File: src/rtl/systolic_feeder.sv
// Source-side feeder for the weight-stationary MAC array: weight preload, skewed activation streaming, zero flush.
// Optional FEEDER_STATS_EN adds a saturating stall counter output (stall_cnt).
module systolic_feeder #(
   parameter int DATA_SIZE  = 8,
   parameter int ARRAY_SIZE = 2,
   parameter int ROWS_W     = 16
) (
   input  logic                           clk,
   input  logic                           reset,
   input  logic                           start,
   input  logic [ROWS_W-1:0]              num_rows,
   input  logic                           w_valid,
   output logic                           w_ready,
   input  logic [ARRAY_SIZE*DATA_SIZE-1:0] w_data,
   input  logic                           x_valid,
   output logic                           x_ready,
   input  logic [ARRAY_SIZE*DATA_SIZE-1:0] x_data,
   output logic [ARRAY_SIZE*DATA_SIZE-1:0] b_out,
   output logic                           w_load,
   output logic [ARRAY_SIZE*DATA_SIZE-1:0] a_out,
   output logic [ARRAY_SIZE-1:0]          a_vld,
   output logic                           busy,
`ifdef FEEDER_STATS_EN
   output logic [31:0]                    stall_cnt,
`endif
   output logic                           done,
   output logic [2:0]                     dbg_state
);

   localparam int N     = ARRAY_SIZE;
   localparam int W     = N * DATA_SIZE;
   localparam int CNT_W = $clog2(2 * N) + 1;
   localparam logic [CNT_W-1:0]  LAST_BEAT  = CNT_W'(N - 1);
   localparam logic [CNT_W-1:0]  LAST_FLUSH = CNT_W'(2 * N - 2);
   localparam logic [CNT_W-1:0]  CNT_ONE    = 1;
   localparam logic [ROWS_W-1:0] ROW_ONE    = 1;

   typedef enum logic [2:0] {S_IDLE, S_LOAD_W, S_STREAM, S_FLUSH, S_DONE} state_t;

   state_t              state_q, state_d;
   logic [CNT_W-1:0]    cnt_q, cnt_d;
   logic [ROWS_W-1:0]   row_cnt_q, row_cnt_d;
   logic [ROWS_W-1:0]   num_rows_q, num_rows_d;
   logic [W-1:0]        b_out_q, b_out_d;
   logic                w_load_q, w_load_d;
   logic                w_beat, x_acc;
   logic [W-1:0]        s0_data;
   logic                s0_vld;

   // Handshake: a beat transfers on a cycle where valid and ready are both high;
   // ready depends only on registered state, never on the incoming valid.
   assign w_ready   = (state_q == S_LOAD_W);
   assign x_ready   = (state_q == S_STREAM) && (row_cnt_q != num_rows_q);
   assign w_beat    = w_valid && w_ready;
   assign x_acc     = x_valid && x_ready;
   assign busy      = (state_q != S_IDLE);
   assign done      = (state_q == S_DONE);
   assign b_out     = b_out_q;
   assign w_load    = w_load_q;
   assign dbg_state = state_q;

   // Stage-0 input: accepted row, otherwise a zero bubble so the array never stalls.
   assign s0_data = x_acc ? x_data : '0;
   assign s0_vld  = x_acc;

   always_ff @(posedge clk) begin
      if (reset) begin
         state_q    <= S_IDLE;
         cnt_q      <= '0;
         row_cnt_q  <= '0;
         num_rows_q <= '0;
         b_out_q    <= '0;
         w_load_q   <= 1'b0;
      end else begin
         state_q    <= state_d;
         cnt_q      <= cnt_d;
         row_cnt_q  <= row_cnt_d;
         num_rows_q <= num_rows_d;
         b_out_q    <= b_out_d;
         w_load_q   <= w_load_d;
      end
   end

   always_comb begin
      state_d    = state_q;
      cnt_d      = cnt_q;
      row_cnt_d  = row_cnt_q;
      num_rows_d = num_rows_q;
      b_out_d    = w_beat ? w_data : b_out_q;
      w_load_d   = w_beat;
      case (state_q)
         S_IDLE: begin
            if (start) begin
               num_rows_d = num_rows;
               row_cnt_d  = '0;
               cnt_d      = '0;
               state_d    = S_LOAD_W;
            end
         end
         S_LOAD_W: begin
            if (w_beat) begin
               if (cnt_q == LAST_BEAT) begin
                  cnt_d   = '0;
                  state_d = (num_rows_q == '0) ? S_FLUSH : S_STREAM;
               end else begin
                  cnt_d = cnt_q + CNT_ONE;
               end
            end
         end
         S_STREAM: begin
            if (x_acc) begin
               row_cnt_d = row_cnt_q + ROW_ONE;
               if (row_cnt_d == num_rows_q) state_d = S_FLUSH;
            end
         end
         S_FLUSH: begin
            // 2N-1 zero cycles: the last row's lane N-1 leaves the skew, then its sum drains.
            if (cnt_q == LAST_FLUSH) begin
               cnt_d   = '0;
               state_d = S_DONE;
            end else begin
               cnt_d = cnt_q + CNT_ONE;
            end
         end
         S_DONE:  state_d = S_IDLE;
         default: state_d = S_IDLE;
      endcase
   end

   // Lane k carries k+1 register stages, giving the diagonal wavefront.
   for (genvar k = 0; k < N; k++) begin : g_lane
      logic [DATA_SIZE-1:0] d_q [0:k];
      logic [k:0]           v_q;

      always_ff @(posedge clk) begin
         if (reset) begin
            for (int i = 0; i <= k; i++) d_q[i] <= '0;
            v_q <= '0;
         end else begin
            d_q[0] <= s0_data[k*DATA_SIZE +: DATA_SIZE];
            v_q[0] <= s0_vld;
            for (int i = 1; i <= k; i++) begin
               d_q[i] <= d_q[i-1];
               v_q[i] <= v_q[i-1];
            end
         end
      end

      assign a_out[k*DATA_SIZE +: DATA_SIZE] = d_q[k];
      assign a_vld[k]                        = v_q[k];
   end

`ifdef FEEDER_STATS_EN
   logic [31:0] stall_q, stall_d;

   always_comb begin
      stall_d = stall_q;
      if (state_q == S_IDLE && start)
         stall_d = '0;
      else if (state_q == S_STREAM && !x_valid && stall_q != 32'hFFFF_FFFF)
         stall_d = stall_q + 32'd1;
   end

   always_ff @(posedge clk) begin
      if (reset) stall_q <= '0;
      else       stall_q <= stall_d;
   end

   assign stall_cnt = stall_q;
`else
   // Statistics build option off: no stall counter in this configuration.
`endif

endmodule

File: config.mk
export PLATFORM = sky130hd
export DESIGN_NAME = systolic_feeder
export DESIGN_NICKNAME = d
export VERILOG_FILES = /design/src/rtl/systolic_feeder.sv
export SDC_FILE = /design/constraint.sdc
export NUM_CORES = 1
export LEC_CHECK = 0
export ABC_CLOCK_PERIOD_IN_PS = 3850
export CORE_MARGIN = 5
export CORE_UTILIZATION = 26
export DETAILED_ROUTE_END_ITERATION = 8
export MAX_ROUTING_LAYER = met4
export PLACE_DENSITY = 0.6
export SLEW_MARGIN = 20
export SYNTH_ARGS = -nofsm -noshare
export SYNTH_HDL_FRONTEND = slang
export SYNTH_SLANG_ARGS = --single-unit
File: constraint.sdc
create_clock -name clk -period 3.85 [get_ports clk]
set_input_delay 0.385 -clock clk [delete_from_list [all_inputs] [get_ports clk]]
set_output_delay 0.385 -clock clk [all_outputs]
set_load 0.005 [all_outputs]
# --- After elaboration in Yosys (flattened, before gate mapping) ---
# Memory sizes are Yosys's and may differ from the RTL's.
# Cells that the tools add are included.
word_totals:
  ff_bits: 58
  ramBits: 24
  in_bits: 53
  out_inout_bits: 42
  elab_cells: 65
  memories: 2
mem_list:
  columns: ["name", "words", "width", "read_ports", "rd_clocked_by_memory_dff", "wr", "line_no", "rtl"]
  rows:
  - ["g_lane[1].d_q", 2, 8, 2, 0, 2, "132", "logic [DATA_SIZE-1:0] d_q [0:k];"]
  - ["g_lane[0].d_q", 1, 8, 1, 0, 1, "132", null]
classes:
  add_sub_neg: 2
  n_eq_ne: 14
  mux: 24
  bitwise_logic: 2
  n_reduce_logical: 13
op_table:
  columns: ["operator", "count"]
  rows:
  - ["$mux W16", 3]
  - ["$pmux W16 S2", 1]
  - ["$mux W3", 10]
  - ["$mux W8", 3]
  - ["$add A16 B1 Y16 const B", 1]
  - ["$eq A16 B16 Y1", 1]
  - ["$logic_not A16 Y1", 1]
  - ["$ne A16 B16 Y1", 1]
  - ["$pmux W3 S4", 1]
  - ["$eq A3 B2 Y1 const B", 3]
  - ["$pmux W3 S3", 1]
  - ["$reduce_or A8 Y1", 1]
  - ["$eq A3 B1 Y1 const B", 2]
  - ["$ne A2 B1 Y1 const B", 3]
  - ["$ne A2 B2 Y1 const B", 3]
  - ["$reduce_and A3 Y1", 2]
  - ["$reduce_and A6 Y1", 1]
  - ["$reduce_bool A3 Y1", 2]
  - ["$mux W1", 5]
  - ["$add A3 B1 Y3 const B", 1]
  - ["$eq A3 B3 Y1 const B", 1]
  - ["$logic_and A1 B1 Y1", 3]
  - ["$logic_not A3 Y1", 1]
  - ["$or A1 B1 Y1", 2]
  - ["2 further kinds", 2]

# --- Logic depth before layout (Yosys ltp) ---
# Gate-level depths: netlist (run 1).
depth:
  depth_word: 5
  ltp_mapped: 8
  ltp_nobuf: 7

# --- Least setup slack after synthesis (run 1) ---
# No wires, ideal clock.
synth_timing:
  kind: "register -> register"
  from: "register row_cnt_q[11]"
  to: "memory g_lane[0].d_q[0][0]"
  setup_time_ns: 0.115
  t_arrival_ns: 1.900
  required_time_ns: 3.735
  path_slack_ns: 1.835
  path_stages_with_launch: 9
  path_buffers: 2
  synth_period_minus_slack_ns: 2.015
  cell_sequence: "dfxtp_1 -> clkbuf_1 -> xnor2_1 -> nand4_1 -> or4_4 -> o211ai_4 -> nor2_2 -> buf_2 -> and2_1"
synth_via:
  elab_chain_cells: 5
synth_lines:
  columns: ["element", "line_no", "rtl"]
  rows:
  - ["start, declared", "42", "logic [ROWS_W-1:0] row_cnt_q, row_cnt_d;"]
  - ["start signal, assigned", "77", "row_cnt_q <= row_cnt_d;"]
  - ["$ne A16 B16 Y1", "53", "assign x_ready = (state_q == S_STREAM) && (row_cnt_q != num_rows_q);"]
  - ["$logic_and A1 B1 Y1", "53", null]
  - ["$logic_and A1 B1 Y1", "55", "assign x_acc = x_valid && x_ready;"]
  - ["$mux W16", "63", "assign s0_data = x_acc ? x_data : '0;"]
  - ["$mux W8 (no source line)", null, null]
  - ["end, declared", "132", null]
# No other way between the ends.

# --- Final worst setup path (run 1) ---
layout_timing:
  from: "register row_cnt_q[2]"
  to: "output x_ready"
layout_via:
  elab_chain_cells: 2
layout_lines:
  columns: ["element", "line_no", "rtl"]
  rows:
  - ["$ne A16 B16 Y1", "53", null]
  - ["$logic_and A1 B1 Y1", "53", null]
  - ["end, declared", "16", "output logic x_ready,"]
# No other way between the ends.

==> results.json, run 1 <==
{
  "avgSynthCellArea_sq_um": 8.41,
  "ctsResizeCount": 0,
  "reg2reg_to": "g_lane[0].d_q[0][5]$_SDFF_PP0_",
  "critPathKind": "flip-flop to output pin",
  "p_leak_nw": 1.78,
  "fill_cells": 1461,
  "crit_family": "simple AND/OR/NAND/NOR gates",
  "port_buffers": 94,
  "syn_inst": 443,
  "drive_gt1_frac": 0.0525,
  "setup_viol": 0,
  "rsz0062_at_grt": "no",
  "r2r_cells": 6,
  "ys_types": 49,
  "slew_viol_final": 0,
  "synth_common_cells": "nand2_1 (94), dfxtp_1 (81), a21oi_1 (37)",
  "end_kind": "output pin",
  "synth_nets": 497,
  "drc": 0,
  "drt-pass1-iter-count": 5,
  "ys.flop_type": "dfxtp_1",
  "tightest_slew_ps": 820,
  "antenna_found_initial": 0,
  "p_per_area_mw_per_mm2": 415,
  "cts_made_buffers": 9,
  "grt_pass1_vias": 3167,
  "outcome": "complete, no violations",
  "postSynth.asyncResetShare": 0,
  "crit_slowest_cell": "or4b_1",
  "synth_area_leaders": "dfxtp_1 (44%), nand2_1 (9.5%), a21oi_1 (5.0%)",
  "dieArea_sq_mm": 0.0168,
  "pre_cts_ws_ps": 1150,
  "synth_most_common_cell": "nand2_1",
  "relSlewSlack": 0.451,
  "coreArea_sq_mm": 0.0140,
  "cp.required_ps": 3460,
  "seq_area_sq_mm": 0.00162,
  "grt_pass1_wl_mm": 16.0,
  "layout_setup_ws_ps": 1090,
  "ys_seq_area_frac": 0.435,
  "cts_num_sinks": 81,
  "synth_edf_count": 0,
  "grtUsageTotal": 0.122,
  "ff2ff_setup_slack_ps": 1160,
  "routedWlPerCell_um": 14.2,
  "fin_setup_tns_ps": 0,
  "min_period_ps": 2760,
  "gp_congestion": 0.858,
  "clk_pin_slew_ps": 60,
  "cap_violations": 0,
  "cts_tree": "yes",
  "period_share": 0.717,
  "via_count": 3289,
  "cts_hold_repair.buffers": 0,
  "n_antenna_cell": 0,
  "crit_arrival_ps": 2370,
  "crit_start": "row_cnt_q[2]$_SDFFE_PP0P_",
  "htreeDepth": 3,
  "grt_max_degree": 48,
  "nets": 564,
  "globalRouteOverflowTotal": 0,
  "dieWidth_um": 130,
  "finalHoldViolCount": 0,
  "synth_top_area_cell": "dfxtp_1",
  "crit_end": "x_ready",
  "ant_nets": 0,
  "worstSkewPairLatency_ps": 340,
  "via_per_inst": 4.74,
  "yosys_register_bits": 81,
  "ios": 95,
  "multiInputGateArea_sq_mm": 0.00186,
  "drt_wl_total_mm": 9.88,
  "dp_hpwl_mm": 7.26,
  "clockBufferDepth": 2,
  "ys_warn_count": 0,
  "clock.fmax_mhz": 362,
  "initial_utilization": 0.266,
  "r2r_start": "row_cnt_q[2]$_SDFFE_PP0P_",
  "max_stage_delay_ps": 560,
  "worstPathCellList": "xnor2_1 -> nand4_1 -> or4b_1 -> o21a_1 -> clkdlybuf4s50_1",
  "crit_buf_inv": 1,
  "root_buffer": "clkbuf_16",
  "ir_worst_vdd_mv": 0.261,
  "rows": 43,
  "cts_setup_buffers": 0,
  "skew_ps": 4.53,
  "first_iter_violations": 230,
  "startpoint_type": "flip-flop",
  "min_path_type": "flip-flop to flip-flop",
  "syn_area_sq_mm": 0.00372,
  "finalPower_mw": 2.09,
  "area_growth_pct": 35.0,
  "path_depth": 5,
  "synth_top_area_frac": 0.435,
  "die_h_um": 130,
  "path_max_fanout": 12
}
cells in the final DEF, fill, tap and decap left out, types with 2 or more instances in the layout:
master,count
nand4b_1,2
o21ai_0,4
nor4b_1,2
nor4_1,7
inv_1,7
a311oi_1,2
a21o_1,2
o21a_1,2
or3_1,6
a2111o_1,12
mux2i_1,3
dfxtp_1,81
o2111ai_1,14
xnor2_2,2
and4_1,2
xor2_1,9
nand3b_1,2
nand4_1,6
a21oi_1,37
nand2b_1,3
and2_1,21
a31oi_1,5
nand3_1,12
nor3_1,2
clkbuf_16,9
or2_2,2
a211o_1,2
nand2_1,94
bufinv_16,3
xnor2_1,13
clkdlybuf4s50_1,93
nor2_1,22
nor2b_1,10
buf_4,3
state kept, by name, indices dropped and copies added, names as in the netlist:
| signal | cells |
|---|---|
| g_lane.d_q | 24 |
| b_out | 16 |
| g_lane.v_q | 2 |
| row_cnt_q | 16 |
| num_rows_q | 16 |
| w_load | 1 |
| dbg_state | 3 |
| cnt_q | 3 |
cell type report:
cell class	instances	area share
multi-input combinational	314	0.371
sequential	81	0.323
timing repair buffer	97	0.191
clock buffer	10	0.0455
tap	180	0.0448
clock inverter	5	0.0207
inverter	7	0.00523
worst min path at each step:
| stage | end | cells past startpoint | start | slack (ps) |
|---|---|---|---|---|
| after detailed placement | g_lane[1].d_q[0][11]$_SDFF_PP0_ | 1 | g_lane[1].d_q[0][3]$_SDFF_PP0_ | 430 |
| after floorplan | g_lane[1].d_q[0][10]$_SDFF_PP0_ | 1 | g_lane[1].d_q[0][2]$_SDFF_PP0_ | 410 |
| after global placement | g_lane[1].d_q[0][14]$_SDFF_PP0_ | 1 | g_lane[1].d_q[0][6]$_SDFF_PP0_ | 420 |
| after global routing | g_lane[1].d_q[0][11]$_SDFF_PP0_ | 1 | g_lane[1].d_q[0][3]$_SDFF_PP0_ | 450 |
| after CTS | w_load$_SDFF_PP0_ | 2 | reset | 440 |
| final | g_lane[1].d_q[0][8]$_SDFF_PP0_ | 1 | g_lane[1].d_q[0][0]$_SDFF_PP0_ | 440 |
metal layers:
metal / vias to the layer above / share of wire / global-route usage
met5: - / 0 / -
met4: 0 / 0.0092 / 0.0293
met3: 8 / 0.062 / 0.0327
met2: 88 / 0.47 / 0.187
met1: 1531 / 0.46 / 0.160
li1: 1662 / - / -
metrics by stage:
stage / cell area [sq um] / util / std cells / hold WS, ps
after floorplan: 3720 / - / 443 / 414
after global placement: 4690 / 0.336 / 679 / 422
after detailed placement: 4690 / 0.336 / 679 / 425
after CTS: 5030 / 0.359 / 694 / 437
after global routing: 5030 / 0.359 / 694 / 454
final: 5030 / 0.359 / 694 / 437
power breakdown:
part | leakage (nW) | internal, mW | switching [mW]
sequential | 0.656 | 0.862 | 0.0250
combinational | 0.965 | 0.119 | 0.118
clock | 0.163 | 0.631 | 0.332
logic make-up after synthesis:
kind of cell             after synthesis  synth area share
flip-flops                            81             0.435
AND/OR/NAND/NOR                      200             0.262
adder cells (fa/ha/maj)                1           0.00336
AO/OA/AOI/OAI                         86             0.166
buffers and inverters                 48            0.0645
multiplexers                           3           0.00806
XOR/XNOR                              24            0.0605
Note: power is estimated with default switching activity, not from simulation.
==> run 2: changes to the inputs <==
Settings changed: ABC_CLOCK_PERIOD_IN_PS 3850 to 2500, PLACE_DENSITY 0.6 to 0.62.
Clock period 3.85 ns to 2.5 ns, I/O delays scaled along.
==> results.json, run 2 (synthesized netlist as in run 1, its figures left out) <==
{
  "cts_tree": "yes",
  "slew_viol_final": 0,
  "coreArea_sq_mm": 0.0140,
  "first_iter_violations": 209,
  "layout_common_cells": "nand2_1 (94), clkdlybuf4s50_1 (92), dfxtp_1 (65), a21oi_1 (37), nor2_1 (22)",
  "htreeDepth": 3,
  "period_share": 0.878,
  "mostFrequentLayoutCell": "nand2_1",
  "cts_num_sinks": 81,
  "fin_setup_tns_ps": 0,
  "rows": 43,
  "globalRouteOverflowTotal": 0,
  "grt_max_degree": 28,
  "pre_cts_ws_ps": 224,
  "drt_wl_total_mm": 9.93,
  "cts_setup_buffers": 0,
  "worstPathCellList": "nor3_1 -> nand2_1 -> nand2_1 -> a2111o_1 -> nand2_1",
  "holdCritStartpoint": "reset",
  "multiInputGateArea_sq_mm": 0.00191,
  "worstSkewPairLatency_ps": 330,
  "skew_ps": 6.00,
  "cts_hold_repair.buffers": 0,
  "cp.required_ps": 2780,
  "r2r_start": "dbg_state[0]$_SDFFE_PP0P_",
  "die_h_um": 130,
  "p_per_area_mw_per_mm2": 580,
  "routedWlPerCell_um": 14.0,
  "path_max_fanout": 16,
  "path_common_cell": "nand2_1",
  "ios": 95,
  "min_period_ps": 2200,
  "dp_cells": 693,
  "finalNonFillerCells": 709,
  "dp_hpwl_mm": 7.44,
  "port_buffers": 94,
  "critPathKind": "flip-flop to flip-flop",
  "initial_utilization": 0.266,
  "finalHoldViolCount": 0,
  "grtUsageTotal": 0.120,
  "dieArea_sq_mm": 0.0168,
  "crit_slowest_cell": "a2111o_1",
  "rsz0062_at_grt": "no",
  "finalPower_mw": 2.99,
  "ir_worst_vdd_mv": 0.293,
  "drc": 0,
  "ff2ff_setup_slack_ps": 300,
  "cap_violations": 0,
  "startpoint_type": "flip-flop",
  "min_path_type": "primary input to flip-flop",
  "antenna_found_initial": 0,
  "setup_viol": 0,
  "gp_congestion": 0.878,
  "crit_start": "dbg_state[0]$_SDFFE_PP0P_",
  "crit_arrival_ps": 2470,
  "tightest_slew_ps": 577,
  "layout_setup_ws_ps": 305,
  "grt_pass1_vias": 3316,
  "relSlewSlack": 0.615,
  "root_buffer": "clkbuf_16",
  "clockBufferDepth": 2,
  "nets": 578,
  "dpl_cell_area_sq_mm": 0.00480,
  "dieWidth_um": 130,
  "end_kind": "flip-flop",
  "via_per_inst": 4.72,
  "seq_area_sq_mm": 0.00165,
  "p_leak_nw": 1.85,
  "hold_slack_ps": 365,
  "outcome": "complete, no violations",
  "largest_register": "g_lane.d_q",
  "n_antenna_cell": 0,
  "cts_made_buffers": 9,
  "ant_nets": 0,
  "fill_cells": 1434,
  "max_stage_delay_ps": 510,
  "drt-pass1-iter-count": 5,
  "fin_util": 0.369,
  "clock.fmax_mhz": 456,
  "grt_pass1_wl_mm": 16.0,
  "clk_pin_slew_ps": 60,
  "drive_gt1_frac": 0.123,
  "largest_reg_flops": 24,
  "fin_area_sq_mm": 0.00516,
  "area_growth_pct": 38.5,
  "via_count": 3346
}
[run 2: path summary, 6_finish.rpt]
kind,cells past startpoint,endpoint
worst max-delay path,5,row_cnt_q[15]$_SDFFE_PP0P_
worst min-delay path,2,g_lane[1].d_q[0][12]$_SDFF_PP0_
worst min register to register,1,g_lane[1].d_q[0][9]$_SDFF_PP0_
worst max register to register,5,row_cnt_q[15]$_SDFFE_PP0P_
[run 2: power by group]
| part | internal, mW | switching (mW) |
|---|---|---|
| Clock | 0.705 | 0.535 |
| Sequential | 1.33 | 0.0383 |
| Combinational | 0.205 | 0.185 |
| Total | 2.24 | 0.758 |
[run 2: cell type report]
| cell class | instances | share of cell area |
|---|---|---|
| multi-input combinational | 314 | 0.371 |
| sequential | 81 | 0.319 |
| timing repair buffer | 111 | 0.207 |
| clock buffer | 11 | 0.0471 |
| tap | 180 | 0.0437 |
| clock inverter | 5 | 0.00776 |
| inverter | 7 | 0.00509 |
[run 2: metal layers]
metal / GRT usage / routed length [um] / part of all wire
met3: 0.0287 / 612 / 0.062
met4: 0.0342 / 127 / 0.013
met5: - / 0 / 0
met1: 0.148 / 4400 / 0.44
met2: 0.197 / 4790 / 0.48
[run 2: repair_timing]
action,CTS,global route
setup endpoints to repair,1,1
endpoints found under the hold margin,0,0
resized for setup,17,9
cloned,0,0
pin swaps,0,0
[run 2: worst max-delay path: cells and delay by family, from the launching register on]
family	cells	cell delay [ps]
flip-flops	1	500
AO/OA/AOI/OAI	1	510
AND/OR/NAND/NOR	4	1130
